`src/rtl/autocorr_frame_ctrl_if.sv`:
```
// Stream-in / result-out handshake bundle for the autocorrelator frame sequencer.
// The controller uses the slave view; the sample source and result consumer use master.
interface autocorr_frame_ctrl_if #(
    parameter int ACC_W = 6
);
    logic             s_valid;
    logic             s_ready;
    logic [2:0]       s_data;
    logic             m_valid;
    logic             m_ready;
    logic [ACC_W-1:0] m_lag0;
    logic [ACC_W-1:0] m_lag1;
    logic [ACC_W-1:0] m_lag2;

    modport master (
        output s_valid, s_data, m_ready,
        input  s_ready, m_valid, m_lag0, m_lag1, m_lag2
    );

    modport slave (
        input  s_valid, s_data, m_ready,
        output s_ready, m_valid, m_lag0, m_lag1, m_lag2
    );
endinterface

```
`src/rtl/autocorr_frame_ctrl.sv`:
```
// Frame sequencer: feeds FRAME_LEN words to a free-running autocorrelator and
// accumulates its lag outputs (saturating) into one result per frame.
module autocorr_frame_ctrl #(
    parameter int FRAME_LEN = 8,
    parameter int ACC_W     = 6
) (
    input  logic                 clk,
    input  logic                 rst_n,
    input  logic                 start,
    input  logic                 abort,
    autocorr_frame_ctrl_if.slave io,
    output logic [2:0]           corr_in,
    input  logic [1:0]           corr_out0,
    input  logic [1:0]           corr_out1,
    input  logic [1:0]           corr_out2,
    output logic                 busy,
    output logic [7:0]           frame_cnt
);
    typedef enum logic [1:0] {IDLE, FEED, DRAIN, DONE} state_t;

    state_t           state, state_n;
    logic             v1, v2;
    logic             accept, last;
    logic [ACC_W-1:0] acc0, acc1, acc2;

    function automatic logic [ACC_W-1:0] sat_add(input logic [ACC_W-1:0] a, input logic [1:0] b);
        logic [ACC_W:0] sum;
        sum = {1'b0, a} + {{(ACC_W-1){1'b0}}, b};
        return sum[ACC_W] ? {ACC_W{1'b1}} : sum[ACC_W-1:0];
    endfunction

    // Accept is derived from state directly so it does not loop through s_ready.
    assign accept = io.s_valid && (state == FEED);
    assign last   = accept && (frame_cnt == 8'(FRAME_LEN - 1));

    always_ff @(posedge clk) begin
        if (!rst_n) state <= IDLE;
        else        state <= state_n;
    end

    always_comb begin
        state_n     = state;
        io.s_ready  = 1'b0;
        io.m_valid  = 1'b0;
        busy        = (state != IDLE);
        case (state)
            IDLE:  if (start) state_n = FEED;
            FEED: begin
                io.s_ready = 1'b1;
                if (last) state_n = DRAIN;
            end
            DRAIN: if (!v1 && !v2) state_n = DONE;
            DONE: begin
                io.m_valid = 1'b1;
                if (io.m_ready) state_n = IDLE;
            end
            default: state_n = IDLE;
        endcase
        if (abort) state_n = IDLE;
    end

    // v1: word sits on corr_in; v2: autocorrelator has registered that word's lags.
    always_ff @(posedge clk) begin
        if (!rst_n) begin
            corr_in   <= '0;
            v1        <= 1'b0;
            v2        <= 1'b0;
            frame_cnt <= '0;
            acc0      <= '0;
            acc1      <= '0;
            acc2      <= '0;
        end else if (abort || (state == IDLE && start)) begin
            v1        <= 1'b0;
            v2        <= 1'b0;
            frame_cnt <= '0;
            acc0      <= '0;
            acc1      <= '0;
            acc2      <= '0;
        end else begin
            v1 <= accept;
            v2 <= v1;
            if (accept) begin
                corr_in   <= io.s_data;
                frame_cnt <= frame_cnt + 8'd1;
            end
            if (v2) begin
                acc0 <= sat_add(acc0, corr_out2);
                acc1 <= sat_add(acc1, corr_out1);
                acc2 <= sat_add(acc2, corr_out0);
            end
        end
    end

    assign io.m_lag0 = acc0;
    assign io.m_lag1 = acc1;
    assign io.m_lag2 = acc2;
endmodule
```
`src/flat_wrapper.sv`:
```
// flat-port wrapper written by rule: the top's interface ports become plain ports
module autocorr_frame_ctrl_flat 
#(
    parameter int FRAME_LEN = 8,
    parameter int ACC_W     = 6
)
  (clk, rst_n, start, abort, corr_in, corr_out0, corr_out1, corr_out2, busy, frame_cnt, io_s_valid, io_s_data, io_m_ready, io_s_ready, io_m_valid, io_m_lag0, io_m_lag1, io_m_lag2);
  autocorr_frame_ctrl_if #(.ACC_W(ACC_W)) io_i ();
  input  logic clk;
  input  logic rst_n;
  input  logic start;
  input  logic abort;
  output logic [2:0] corr_in;
  input  logic [1:0] corr_out0;
  input  logic [1:0] corr_out1;
  input  logic [1:0] corr_out2;
  output logic busy;
  output logic [7:0] frame_cnt;
  input wire logic [$bits(io_i.s_valid)-1:0] io_s_valid;
  input wire logic [$bits(io_i.s_data)-1:0] io_s_data;
  input wire logic [$bits(io_i.m_ready)-1:0] io_m_ready;
  output wire logic [$bits(io_i.s_ready)-1:0] io_s_ready;
  output wire logic [$bits(io_i.m_valid)-1:0] io_m_valid;
  output wire logic [$bits(io_i.m_lag0)-1:0] io_m_lag0;
  output wire logic [$bits(io_i.m_lag1)-1:0] io_m_lag1;
  output wire logic [$bits(io_i.m_lag2)-1:0] io_m_lag2;
  assign io_i.s_valid = io_s_valid;
  assign io_i.s_data = io_s_data;
  assign io_i.m_ready = io_m_ready;
  assign io_s_ready = io_i.s_ready;
  assign io_m_valid = io_i.m_valid;
  assign io_m_lag0 = io_i.m_lag0;
  assign io_m_lag1 = io_i.m_lag1;
  assign io_m_lag2 = io_i.m_lag2;
  autocorr_frame_ctrl #(.FRAME_LEN(FRAME_LEN), .ACC_W(ACC_W)) u_core (.clk(clk), .rst_n(rst_n), .start(start), .abort(abort), .io(io_i), .corr_in(corr_in), .corr_out0(corr_out0), .corr_out1(corr_out1), .corr_out2(corr_out2), .busy(busy), .frame_cnt(frame_cnt));
endmodule
```
`config.mk`:
```
export PLATFORM = sky130hd
export DESIGN_NAME = autocorr_frame_ctrl_flat
export DESIGN_NICKNAME = d
export VERILOG_FILES = /design/src/rtl/autocorr_frame_ctrl_if.sv /design/src/rtl/autocorr_frame_ctrl.sv /design/src/flat_wrapper.sv
export SDC_FILE = /design/constraint.sdc
export NUM_CORES = 1
export LEC_CHECK = 0
export BUFFER_PORTS_ARGS = -buffer_cell sky130_fd_sc_hd__buf_2
export CELL_PAD_IN_SITES_DETAIL_PLACEMENT = 0
export CELL_PAD_IN_SITES_GLOBAL_PLACEMENT = 1
export CORE_ASPECT_RATIO = 0.5
export CORE_MARGIN = 5
export CORE_UTILIZATION = 40
export CTS_BUF_LIST = sky130_fd_sc_hd__clkbuf_8 sky130_fd_sc_hd__clkbuf_16
export DETAILED_ROUTE_END_ITERATION = 16
export PLACE_DENSITY_LB_ADDON = 0.1
export SYNTH_ARGS = -nofsm -noshare
export SYNTH_HDL_FRONTEND = slang
export SYNTH_SLANG_ARGS = --single-unit
```
`constraint.sdc`:
```
create_clock -name clk -period 4.2 [get_ports clk]
set_input_delay 0.21 -clock clk [delete_from_list [all_inputs] [get_ports clk]]
set_output_delay 0.21 -clock clk [all_outputs]
set_load 0.005 [all_outputs]
```
; ---- Word-level counts from Yosys, hierarchy flattened
; Index checks and enable logic that the tools add are counted.
[totals]
register_bits = 33
input_bits = 15
out_inout_bits = 32
[classes]
add_sub_neg = 4
eq_ne = 8
mux = 10
bitwise_logic = 2
n_reduce_logical = 13
[op_table]
columns = op, n
row1 = 6-bit by 2-bit adder with 7-bit output, 3
row2 = 6-bit two-way mux, 3
row3 = "8-bit by 1-bit adder with 8-bit output, second input constant", 1
row4 = "8-bit by 3-bit equality test with 1-bit output, second input constant", 1
row5 = 2-bit two-way mux, 4
row6 = 2-bit one-hot mux with 4 select lines, 1
row7 = "2-bit equality test, second input constant", 2
row8 = 1-bit logical AND, 4
row9 = "2-bit by 1-bit inequality test with 1-bit output, second input constant", 2
row10 = "2-bit inequality test, second input constant", 2
row11 = 4-bit AND reduction, 1
row12 = 2-bit OR reduction, 2
row13 = "2-bit by 1-bit equality test with 1-bit output, second input constant", 1
row14 = 1-bit zero test, 2
row15 = 2-bit zero test, 1
row16 = 1-bit two-way mux, 2
row17 = 1-bit inverter, 2
row18 = 2-bit AND reduction, 1
row19 = 2-bit nonzero test, 1
row20 = 1-bit logical OR, 1

; ---- Depth between registers and ports, before layout
; Gate-level depths: netlist of run 1.
[depth]
word_depth = 5
mapped_depth = 7
ltp_nobuf = 6

; ---- Worst setup path after synthesis of run 1
; No wires, ideal clock.
[synth_timing]
path_type = register to register
start = reg u_core.acc1[0] (netlist: u_core.io.m_lag1[0])
end = reg u_core.acc1[4] (netlist: u_core.io.m_lag1[4])
arrival_time_ns = 1.334
slack_ns = 2.735
path_stages_with_launch = 6
path_buffers = 0
cell_sequence = dfxtp_1 ha_1 fa_1 and3_1 a21oi_1 nor3_1
[synth_via]
elab_chain_cells = 2
[synth_lines]
columns = item, line
row1 = from (decl), autocorr_frame_ctrl.sv:24  ; logic [ACC_W-1:0] acc0, acc1, acc2;
row2 = from (signal assigned), autocorr_frame_ctrl.sv:88  ; acc1 <= sat_add(acc1, corr_out1);
row3 = 6-bit by 2-bit adder with 7-bit output, autocorr_frame_ctrl.sv:28  ; sum = {1'b0, a} + {{(ACC_W-1){1'b0}}, b};
row4 = 6-bit two-way mux, autocorr_frame_ctrl.sv:29  ; return sum[ACC_W] ? {ACC_W{1'b1}} : sum[ACC_W-1:0];
; Every way passes these cells.
; A chain may end at the register's enable or synchronous reset.

; ---- Worst setup path after layout of run 1
[layout_timing]
start = reg u_core.state[0]
end = reg u_core.acc1[2] (netlist: u_core.io.m_lag1[2])
[layout_via]
elab_chain_cells = 4
[layout_lines]
columns = item, line
row1 = from (decl), autocorr_frame_ctrl.sv:21  ; state_t state, state_n;
row2 = from (signal assigned), autocorr_frame_ctrl.sv:38  ; else state <= state_n;
row3 = 2-bit zero test, autocorr_frame_ctrl.sv:72  ; end else if (abort || (state == IDLE && start)) begin
row4 = 1-bit logical AND, autocorr_frame_ctrl.sv:72
row5 = 1-bit logical OR, autocorr_frame_ctrl.sv:72
row6 = 2-bit OR reduction (no line), n/a
; Every way passes these cells.

==> run_results.csv, run 1 <==
group,metric,value,unit
yosys,postSynthCellCount,181,
power,p_total,0.5854,mW
finish,drive_above_1_share,0.2500,
global_route,grt_max_degree,22,
timing,max_slew_margin,0.4988,
routing,num_vias,1393,
clock_tree,h-tree-depth,2,
power,power_density,295.7,nW/um2
job,cap_violations,0,
timing,skew,0.003747,ns
clock_tree,insertion_delay,0.27,ns
critical_path,critPathLaunchType,"flop",
finish,fin_cells,282,
routing,drt-pass1-iter-count,4,
finish,nets,258,
finish,fill_cells,408,
hold_path,hold_class,"primary input to flop",
routing,wire_per_inst,12.32,um
timing,report.final.slew_viol_count,0,
timing,period_share,0.4073,
routing,drc,0,
yosys,synth_nets,211,
placed_design,gp_congestion,0.7726,
placed_design,place_inst,275,
routing,top_layer,"met4",
floorplan,initial_core_util,0.4167,
critical_path,r2r_cells,5,
power,ir_drop,0.0001656,V
placed_design,dp_hpwl,2653,um
finish,stdcell_area,1979,um2
yosys,synth_top_cell_area_share,0.4062,
yosys,yosysWarnings,0,
floorplan,die_h,55.09,um
yosys,seq_area_frac_synth,0.4062,
timing,worst_slack,2.489,ns
floorplan,ios,47,
yosys,synth-edff-count,0,
routing,viasPerCell,4.940,
floorplan,rows,16,
global_route,grt_overflow,0,
timing,finalCriticalPeriod,1.711,ns
routing,wl_met2,1524,um
routing,drtIter0Drc,19,
clock_tree,cts_inserted_buffers,5,
routing,ant_nets,0,
hold_path,min_to,"u_core.corr_in[2]$_SDFFE_PN0P_",
timing,final.setup.tns,0,ns
routing,wirelength,3474,um
global_route,antenna_found_initial,0,
yosys,ys_ff_latch,33,
critical_path,crit_type,"flop to flop",
placed_design,place_ws,2.475,ns
clock_tree,root_buffer,"clkbuf_8",
clock_tree,ctsResizeCount,0,
finish,layout_common_cells,"buf_2 (46), dfxtp_1 (33), nand2_1 (24)",
hold_path,whs_path_depth,3,
timing,fmax,0.5846,GHz
clock_tree,cts_sinks,33,
critical_path,regToRegSetupSlack,2.49,ns
placed_design,port_buffers,46,
timing,finalHoldViolations,0,
clock_tree,clk_pin_slew,0.07,ns
global_route,grt_first_pass_wirelength,5568,um
critical_path,critPathSlowestCell,"nand2_1",
routing,wl_met3,200,um
yosys,synth_area_leaders,"dfxtp_1 (41%), ha_1 (9.2%), mux2i_1 (5.5%)",
clock_tree,cts_hold_buf,0,
clock_tree,ctsLongestPathBuffers,2,
clock_tree,cts_tree,"done",
critical_path,cp_max_fo,21,
finish,antenna_cells,0,
yosys,synth-async-reset-ratio,0,
critical_path,cpPeakStageDelay,0.45,ns
critical_path,critical_path.cell_chain,"inv_1, ha_1, nand2_1, nand2_1, a211oi_1",
timing,worst_pin_slew,0.7499,ns
yosys,synth.cell_area,1627,um2
run_status,status,"completed",
finish,layout_commonest_cell,"buf_2",
critical_path,r2r_end,"u_core.io.m_lag1[2]$_SDFFE_PP0P_",
floorplan,core-area,3904,um2
timing,rsz0062_at_grt,"false",
critical_path,end_kind,"flop",
global_route,grt_pass1_vias,1241,
floorplan,die_w,100.2,um
clock_tree,cts_setup_buffers,0,
floorplan,die_area,5519,um2
finish,areaGrowthSynthToFinish,21.69,%
power,p_leak,0.8666,nW
timing,setup_viol,0,
critical_path,r2r-start,"u_core.state[0]$_SDFFE_PP0P_",
yosys,syn_avg_cell_area,8.987,um2
yosys,ys.flop_type,"dfxtp_1",
hold_path,hp-start,"io_s_data[2]",
routing,m1WireLength,1739,um
global_route,grt.total_usage,0.1297,
critical_path,cpMostUsedCell,"nand2_1",
placed_design,postPlaceCellArea,1893,um2
yosys,synth_cell_types,33,
yosys,synth_top_area_cell,"dfxtp_1",
critical_path,worstPathRequired,4.37,ns
critical_path,critPathArrivalTime,1.89,ns
[synthesized netlist by cell type, types with 4 or more instances]
library cell / count
a21oi_1: 12
and3_1: 4
dfxtp_1: 33
ha_1: 12
inv_1: 4
mux2i_1: 9
nand2_1: 24
nand3_1: 8
nand4_1: 4
nor2_1: 17
nor3_1: 9
o21ai_0: 6
o221a_2: 4
xor2_1: 6
[critical path, delay by kind of cell (launching register included)]
| family | cells | cell delay, ns |
|---|---|---|
| buffers and inverters | 1 | 0.09 |
| DFF | 1 | 0.38 |
| AOI/OAI and AO/OA | 1 | 0.35 |
| adders and majority gates | 1 | 0.22 |
| and+or+nand+nor | 2 | 0.56 |
[registers in the layout (all words and copies together) (netlist names)]
name              count
u_core.io.m_lag1      6
u_core.io.m_lag0      6
u_core.state          2
u_core.io.m_lag2      6
u_core.frame_cnt      8
u_core.v1             1
u_core.v2             1
u_core.corr_in        3
[how the worst max path moves through the flow]
stage | from | endpoint | slack, ns | cells past startpoint
3_3_place_gp | u_core.state[0]$_SDFFE_PP0P_ | u_core.io.m_lag0[2]$_SDFFE_PP0P_ | 2.53 | 5
2_1_floorplan | u_core.io.m_lag1[0]$_SDFFE_PP0P_ | u_core.io.m_lag1[4]$_SDFFE_PP0P_ | 2.73 | 5
5_1_grt | u_core.state[0]$_SDFFE_PP0P_ | u_core.io.m_lag1[2]$_SDFFE_PP0P_ | 2.26 | 5
3_5_place_dp | u_core.state[0]$_SDFFE_PP0P_ | u_core.io.m_lag1[2]$_SDFFE_PP0P_ | 2.48 | 5
4_1_cts | u_core.state[0]$_SDFFE_PP0P_ | u_core.io.m_lag1[2]$_SDFFE_PP0P_ | 2.45 | 5
6_report | u_core.state[0]$_SDFFE_PP0P_ | u_core.io.m_lag1[2]$_SDFFE_PP0P_ | 2.49 | 5
[cell type report]
class,count,area [um2],share of cell area
timing repair buffer,46,230.2,0.1163
multi-input combinational,138,919.6,0.4646
clock inverter,1,3.754,0.001896
clock buffer,6,82.58,0.04172
inverter,4,15.01,0.007585
sequential,33,660.6,0.3338
tap,54,67.56,0.03413
[per-layer routing]
metal	vias to the layer above	global-route usage
li1	729	-
met1	638	0.1670
met2	24	0.2061
met3	2	0.05131
met4	0	0.03356
met5	-	0
[power by group]
part	internal (mW)	leakage, nW	total (mW)	switching, mW
clock network	0.128	0.0485	0.236	0.109
logic	0.0142	0.552	0.0331	0.0189
registers	0.315	0.266	0.316	0.00153
[cell families (layout without fill, tap and decap cells)]
group,Yosys count,after routing,synth area share
AOI/OAI and AO/OA,31,31,0.1215
xor gates and xnor gates,8,8,0.04308
adders and majority gates,15,15,0.1292
buffers and inverters,10,57,0.02845
DFF,33,33,0.4062
muxes,9,9,0.05539
and+or+nand+nor,75,75,0.2162
[metrics by stage]
| step | hold WS, ns | utilization |
|---|---|---|
| 6_report | 0.1626 | 0.5071 |
| 4_1_cts | 0.1567 | 0.5071 |
| 5_1_grt | 0.1866 | 0.5071 |
| 3_3_place_gp | 0.4478 | 0.4849 |
| 3_5_place_dp | 0.4515 | 0.4849 |
| 2_1_floorplan | 0.3382 | - |
Power figures use the tool's default switching activity.
==> inputs of run 2 (changes only) <==
--- a/config.mk
+++ b/config.mk
@@ -10,7 +10,7 @@
 export CELL_PAD_IN_SITES_GLOBAL_PLACEMENT = 1
 export CORE_ASPECT_RATIO = 0.5
 export CORE_MARGIN = 5
-export CORE_UTILIZATION = 40
+export CORE_UTILIZATION = 34
 export CTS_BUF_LIST = sky130_fd_sc_hd__clkbuf_8 sky130_fd_sc_hd__clkbuf_16
 export DETAILED_ROUTE_END_ITERATION = 16
 export PLACE_DENSITY_LB_ADDON = 0.1
==> constraint.sdc (replaced) <==
create_clock -name clk -period 1.56 [get_ports clk]
set_input_delay 0.078 -clock clk [delete_from_list [all_inputs] [get_ports clk]]
set_output_delay 0.078 -clock clk [all_outputs]
set_load 0.005 [all_outputs]
==> run 2 against run 1 <==
Net effect: maximum frequency increased by 18%; largest cell class unchanged; highest routed layer unchanged; sequential power rose to 2.7 times the previous value; flip-flop and latch count unchanged; largest power group unchanged; routed wire length up 4.6%; register-to-register slack lost 2.4 ns; non-clock buffer count grew 11; die area is 15% higher; cell count is 8.5% higher; first-iteration DRC count grew 5.3%; clock skew about the same; setup slack worse by 2.4 ns.
==> run_results.csv, run 2 (same netlist as run 1, synthesis figures left out) <==
group,metric,value,unit
clock_tree,ctsLongestPathBuffers,2,
placed_design,dp_hpwl,2877,um
finish,layout_commonest_cell,"buf_2",
clock_tree,root_buffer,"clkbuf_8",
routing,drc,0,
timing,setup_viol,0,
timing,skew,0.004091,ns
floorplan,die_area,6351,um2
finish,areaGrowthSynthToFinish,28.15,%
floorplan,die_h,58.91,um
power,power_density,739.9,nW/um2
timing,rsz0062_at_grt,"false",
floorplan,core-area,4509,um2
run_status,status,"completed",
clock_tree,cts_tree,"done",
critical_path,critPathSlowestCell,"fa_2",
critical_path,cp_num_buf_inv,0,
finish,top_register,"u_core.frame_cnt",
timing,worst_pin_slew,0.4236,ns
clock_tree,h-tree-depth,2,
finish,fin_cells,306,
routing,wirelength,3635,um
timing,final.setup.tns,0,ns
critical_path,end_kind,"flop",
timing,finalCriticalPeriod,1.448,ns
finish,nets,269,
timing,finalHoldViolations,0,
routing,ant_nets,0,
floorplan,rows,17,
power,p_total,1.542,mW
power,p_leak,0.9223,nW
placed_design,port_buffers,46,
routing,drt-pass1-iter-count,4,
critical_path,worstPathRequired,1.73,ns
clock_tree,cts_sinks,33,
timing,fmax,0.6906,GHz
placed_design,gp_congestion,0.7645,
critical_path,critPathTopFamily,"adder cells",
critical_path,critPathLaunchType,"flop",
clock_tree,cts_hold_buf,0,
timing,report.final.slew_viol_count,0,
routing,wire_per_inst,11.88,um
finish,layout_common_cells,"buf_2 (46), dfxtp_1 (33), nand2_1 (24)",
critical_path,cpPeakStageDelay,0.36,ns
critical_path,critPathArrivalTime,1.61,ns
routing,drtIter0Drc,20,
global_route,grt_overflow,0,
routing,viasPerCell,4.663,
clock_tree,insertion_delay,0.28,ns
critical_path,cp_max_fo,4,
routing,top_layer,"met4",
critical_path,critical_path.cell_chain,"ha_1, fa_2, and3_1, a21oi_1, nor3_1",
global_route,antenna_found_initial,0,
clock_tree,clk_pin_slew,0.06,ns
routing,m1WireLength,1763,um
timing,max_slew_margin,0.7172,
global_route,grt.total_usage,0.1223,
critical_path,crit_type,"flop to flop",
routing,wl_met3,201,um
floorplan,initial_core_util,0.3607,
finish,largest_reg_flops,8,
global_route,grt_pass1_vias,1413,
timing,hold_slack,0.02962,ns
global_route,grt_max_degree,13,
hold_path,hold_class,"primary input to flop",
placed_design,place_inst,298,
floorplan,die_w,107.8,um
global_route,grt_first_pass_wirelength,6189,um
job,cap_violations,0,
clock_tree,cts_inserted_buffers,5,
routing,num_vias,1427,
timing,period_share,0.9283,
floorplan,ios,47,
finish,drive_above_1_share,0.3000,
finish,antenna_cells,0,
routing,wl_met2,1649,um
power,ir_drop,0.0002828,V
==> run 2: cell types whose count changed in the layout (fill, tap and decap cells not counted), moves of 2 or more <==
cell,change
buf_4,+11
fa_1,-3
fa_2,+3
inv_1,+2
==> run 2: worst reg2reg max path, cell delays in order (launching register included) <==
cell     delay, ns
dfxtp_1       0.32
ha_1          0.23
fa_2          0.36
and3_1        0.23
a21oi_1       0.15
nor3_1        0.06
==> run 2: timing repair <==
| action | 4_1_cts | 5_1_grt |
|---|---|---|
| resized for setup | 0 | 5 |
| setup endpoints to repair | 0 | 15 |
| buffers inserted | 0 | 0 |
| endpoints found under the hold margin | 0 | 0 |
==> run 2: report_power, final <==
| group | switching [mW] | internal, mW | leakage [nW] | total (mW) |
|---|---|---|---|---|
| combinational | 0.0553 | 0.0508 | 0.604 | 0.106 |
| sequential | 0.00370 | 0.847 | 0.266 | 0.851 |
| clock | 0.289 | 0.297 | 0.0519 | 0.586 |
==> run 2: worst paths after layout <==
kind,startpoint,to,slack (ns),cells after the start
max reg2reg,u_core.io.m_lag1[0]$_SDFFE_PP0P_,u_core.io.m_lag1[4]$_SDFFE_PP0P_,0.11,5
min,io_s_data[2],u_core.corr_in[2]$_SDFFE_PN0P_,0.03,3
min reg2reg,u_core.v1$_SDFF_PP0_,u_core.v2$_SDFF_PP0_,0.49,1
max,u_core.io.m_lag1[0]$_SDFFE_PP0P_,u_core.io.m_lag1[4]$_SDFFE_PP0P_,0.11,5
==> run 2: layout make-up <==
cell class / count / area [um2]
inverter: 4 / 15.01
multi-input combinational: 138 / 933.4
sequential: 33 / 660.6
clock inverter: 3 / 11.26
timing repair buffer: 57 / 312.8
clock buffer: 5 / 68.82
tap: 66 / 82.58
fill: 462 / 2425
==> run 2: metrics by stage <==
step           setup WS (ns)    util  area, um2
6_report              0.1119  0.4623       2085
5_1_grt             0.002303  0.4623       2085
4_1_cts              0.04347  0.4592       2071
3_5_place_dp         0.05174  0.4415       1991
3_3_place_gp         0.06443  0.4415       1991
2_1_floorplan        0.09479       -       1627
==> run 2: layer usage <==
metal,vias up,global-route usage
li1,753,-
met1,647,0.1503
met2,23,0.2032
met3,4,0.04710
met4,0,0.03237
met5,-,0
==> inputs of run 3 (changes only) <==
--- a/config.mk
+++ b/config.mk
@@ -5,6 +5,7 @@
 export SDC_FILE = /design/constraint.sdc
 export NUM_CORES = 1
 export LEC_CHECK = 0
+export ABC_AREA = 1
 export BUFFER_PORTS_ARGS = -buffer_cell sky130_fd_sc_hd__buf_2
 export CELL_PAD_IN_SITES_DETAIL_PLACEMENT = 0
 export CELL_PAD_IN_SITES_GLOBAL_PLACEMENT = 1
==> run 3 against run 2 <==
Net effect: largest cell class unchanged; first-iteration DRC count grew to 2.6 times the previous value; synthesized cell count is 30% higher; die area is 8.7% higher; via count increased by 15%; clock power is 3% higher; register-to-register slack worse by 0.03 ns; sequential power is essentially flat; sequential share of layout area down 1.8 points; cell area is 6.3% higher.
==> run_results.csv, run 3 <==
group,metric,value,unit
global_route,grt_overflow,0,
finish,areaGrowthSynthToFinish,23.76,%
critical_path,cp_num_buf_inv,0,
power,ir_drop,0.0002899,V
critical_path,worstPathRequired,1.74,ns
timing,rsz0062_at_grt,"true",
job,cap_violations,0,
floorplan,ios,47,
clock_tree,cts_tree,"done",
timing,finalHoldViolations,0,
critical_path,critPathTopFamily,"adder cells",
yosys,synth-async-reset-ratio,0,
floorplan,rows,18,
routing,num_vias,1635,
global_route,grt_pass1_vias,1583,
global_route,antenna_found_initial,0,
yosys,synth_compound_area_frac,0.1405,
routing,ant_nets,0,
floorplan,initial_core_util,0.3581,
timing,period_share,0.9481,
clock_tree,root_buffer,"clkbuf_8",
yosys,syn_avg_cell_area,7.587,um2
yosys,synth_top_family_by_area,"simple AND/OR/NAND/NOR gates",
yosys,synth-simple-area-share,0.2655,
global_route,grt_max_degree,16,
yosys,ys.flop_type,"dfxtp_1",
placed_design,place_ws,0.03234,ns
finish,layout_common_cells,"buf_2 (46), nand2_1 (45), inv_1 (33)",
yosys,synth.cell_area,1790,um2
run_status,status,"completed",
yosys,postSynthCellCount,236,
yosys,synth-edff-count,0,
yosys,synth_top_cell_area_share,0.3690,
finish,top_register,"u_core.frame_cnt",
yosys,synthAdderAreaFrac,0.1174,
clock_tree,ctsLongestPathBuffers,2,
placed_design,port_buffers,46,
critical_path,critPathArrivalTime,1.66,ns
timing,hold_slack,0.01972,ns
finish,antenna_cells,0,
critical_path,end_kind,"flop",
floorplan,die_area,6906,um2
floorplan,die_w,112.6,um
yosys,synth.most_common_cell,"nand2_1",
global_route,grt.total_usage,0.1259,
clock_tree,h-tree-depth,2,
finish,finish.utilization,0.4432,
timing,worst_pin_slew,0.3684,ns
routing,drtIter0Drc,51,
yosys,synth_nets,266,
yosys,synth_cell_types,28,
finish,drive_above_1_share,0.2568,
routing,drc,0,
yosys,synth_xor_area_frac,0.009783,
yosys,synth_area_leaders,"dfxtp_1 (37%), nand2_1 (9.4%), ha_1 (8.4%)",
routing,wirelength,4017,um
yosys,synth_top_area_cell,"dfxtp_1",
finish,nets,321,
clock_tree,insertion_delay,0.28,ns
finish,layout_commonest_cell,"buf_2",
power,p_leak,1.030,nW
floorplan,core-area,5000,um2
clock_tree,cts_inserted_buffers,5,
power,power_density,721.1,nW/um2
yosys,synthMuxAreaShare,0,
placed_design,dp_hpwl,3107,um
timing,fmax,0.6761,GHz
hold_path,hold_class,"primary input to flop",
yosys,ys_ff_latch,33,
global_route,grt_first_pass_wirelength,7017,um
timing,final.setup.tns,0,ns
timing,finalCriticalPeriod,1.479,ns
finish,largest_reg_flops,8,
critical_path,cpPeakStageDelay,0.41,ns
critical_path,critical_path.cell_chain,"ha_1, fa_1, nand3_2, o211ai_1, o21ai_0, nor2_1",
timing,worst_slack,0.08103,ns
timing,max_slew_margin,0.7541,
timing,skew,0.003404,ns
critical_path,critPathLaunchType,"flop",
finish,fill_cells,535,
critical_path,cp_max_fo,4,
timing,setup_viol,0,
routing,wire_per_inst,11.10,um
routing,drt-pass1-iter-count,4,
floorplan,die_h,61.32,um
clock_tree,clk_pin_slew,0.07,ns
yosys,yosysWarnings,0,
routing,viasPerCell,4.517,
yosys,seq_area_frac_synth,0.3690,
clock_tree,cts_sinks,33,
critical_path,crit_type,"flop to flop",
critical_path,critPathSlowestCell,"fa_1",
yosys,synth_common_cells,"nand2_1 (45), dfxtp_1 (33), inv_1 (30), nor2_1 (30), a21oi_1 (20)",
placed_design,gp_congestion,0.8062,
timing,report.final.slew_viol_count,0,
-- run 3: worst register-to-register path, stage by stage (launching register included) --
cell      delay [ns]
dfxtp_1         0.32
ha_1            0.22
fa_1            0.41
nand3_2         0.14
o211ai_1        0.09
o21ai_0         0.15
nor2_1          0.05
-- run 3: report_power, final --
group	switching (mW)	internal, mW
registers	0.00486	0.849
clock network	0.307	0.297
logic	0.0783	0.0608
-- run 3: cells by family (layout without fill, tap and decap cells) --
logic type                 count (synthesis)  after routing
AOI/OAI and AO/OA                         47             47
buffers and inverters                     37             93
DFF                                       33             33
and+or+nand+nor                          102            102
adders and majority gates                 15             15
xor gates and xnor gates                   2              2
-- run 3: final cells by class --
class / instances / area (um2) / area share
clock inverter: 3 / 11.26 / 0.005082
multi-input combinational: 166 / 972.2 / 0.4387
inverter: 32 / 125.1 / 0.05647
clock buffer: 5 / 68.82 / 0.03106
timing repair buffer: 53 / 289.0 / 0.1304
sequential: 33 / 661.9 / 0.2987
tap: 70 / 87.58 / 0.03953
-- run 3: metrics by stage --
step	power, mW	instances	instance area (um2)
2_1_floorplan	0.9545	236	1790
3_3_place_gp	1.008	353	2103
3_5_place_dp	1.010	353	2103
4_1_cts	1.634	362	2193
5_1_grt	1.692	362	2216
6_report	1.598	362	2216
-- run 3: final timing paths --
path / startpoint / endpoint / slack [ns] / depth (start not counted)
worst max-delay path: u_core.io.m_lag0[0]$_SDFFE_PP0P_ / u_core.io.m_lag0[5]$_SDFFE_PP0P_ / 0.08 / 6
worst min-delay path: io_s_data[1] / u_core.corr_in[1]$_SDFFE_PN0P_ / 0.02 / 3
worst max register to register: u_core.io.m_lag0[0]$_SDFFE_PP0P_ / u_core.io.m_lag0[5]$_SDFFE_PP0P_ / 0.08 / 6
worst min register to register: u_core.v1$_SDFF_PP0_ / u_core.v2$_SDFF_PP0_ / 0.44 / 2
-- run 3: timing repair --
action / CTS / global route
setup buffers: 0 / 0
hold buffers: 1 / 0
endpoints found under the hold margin: 1 / 0
resized for setup: 0 / 6
endpoints found under the setup margin: 0 / 20
-- run 3: routing by layer --
layer | track usage | wire [um] | up-vias
met5 | 0 | 0 | -
met4 | 0.02568 | 17 | 0
met3 | 0.04122 | 236 | 2
met2 | 0.2121 | 1753 | 32
met1 | 0.1622 | 2011 | 729
li1 | - | - | 872
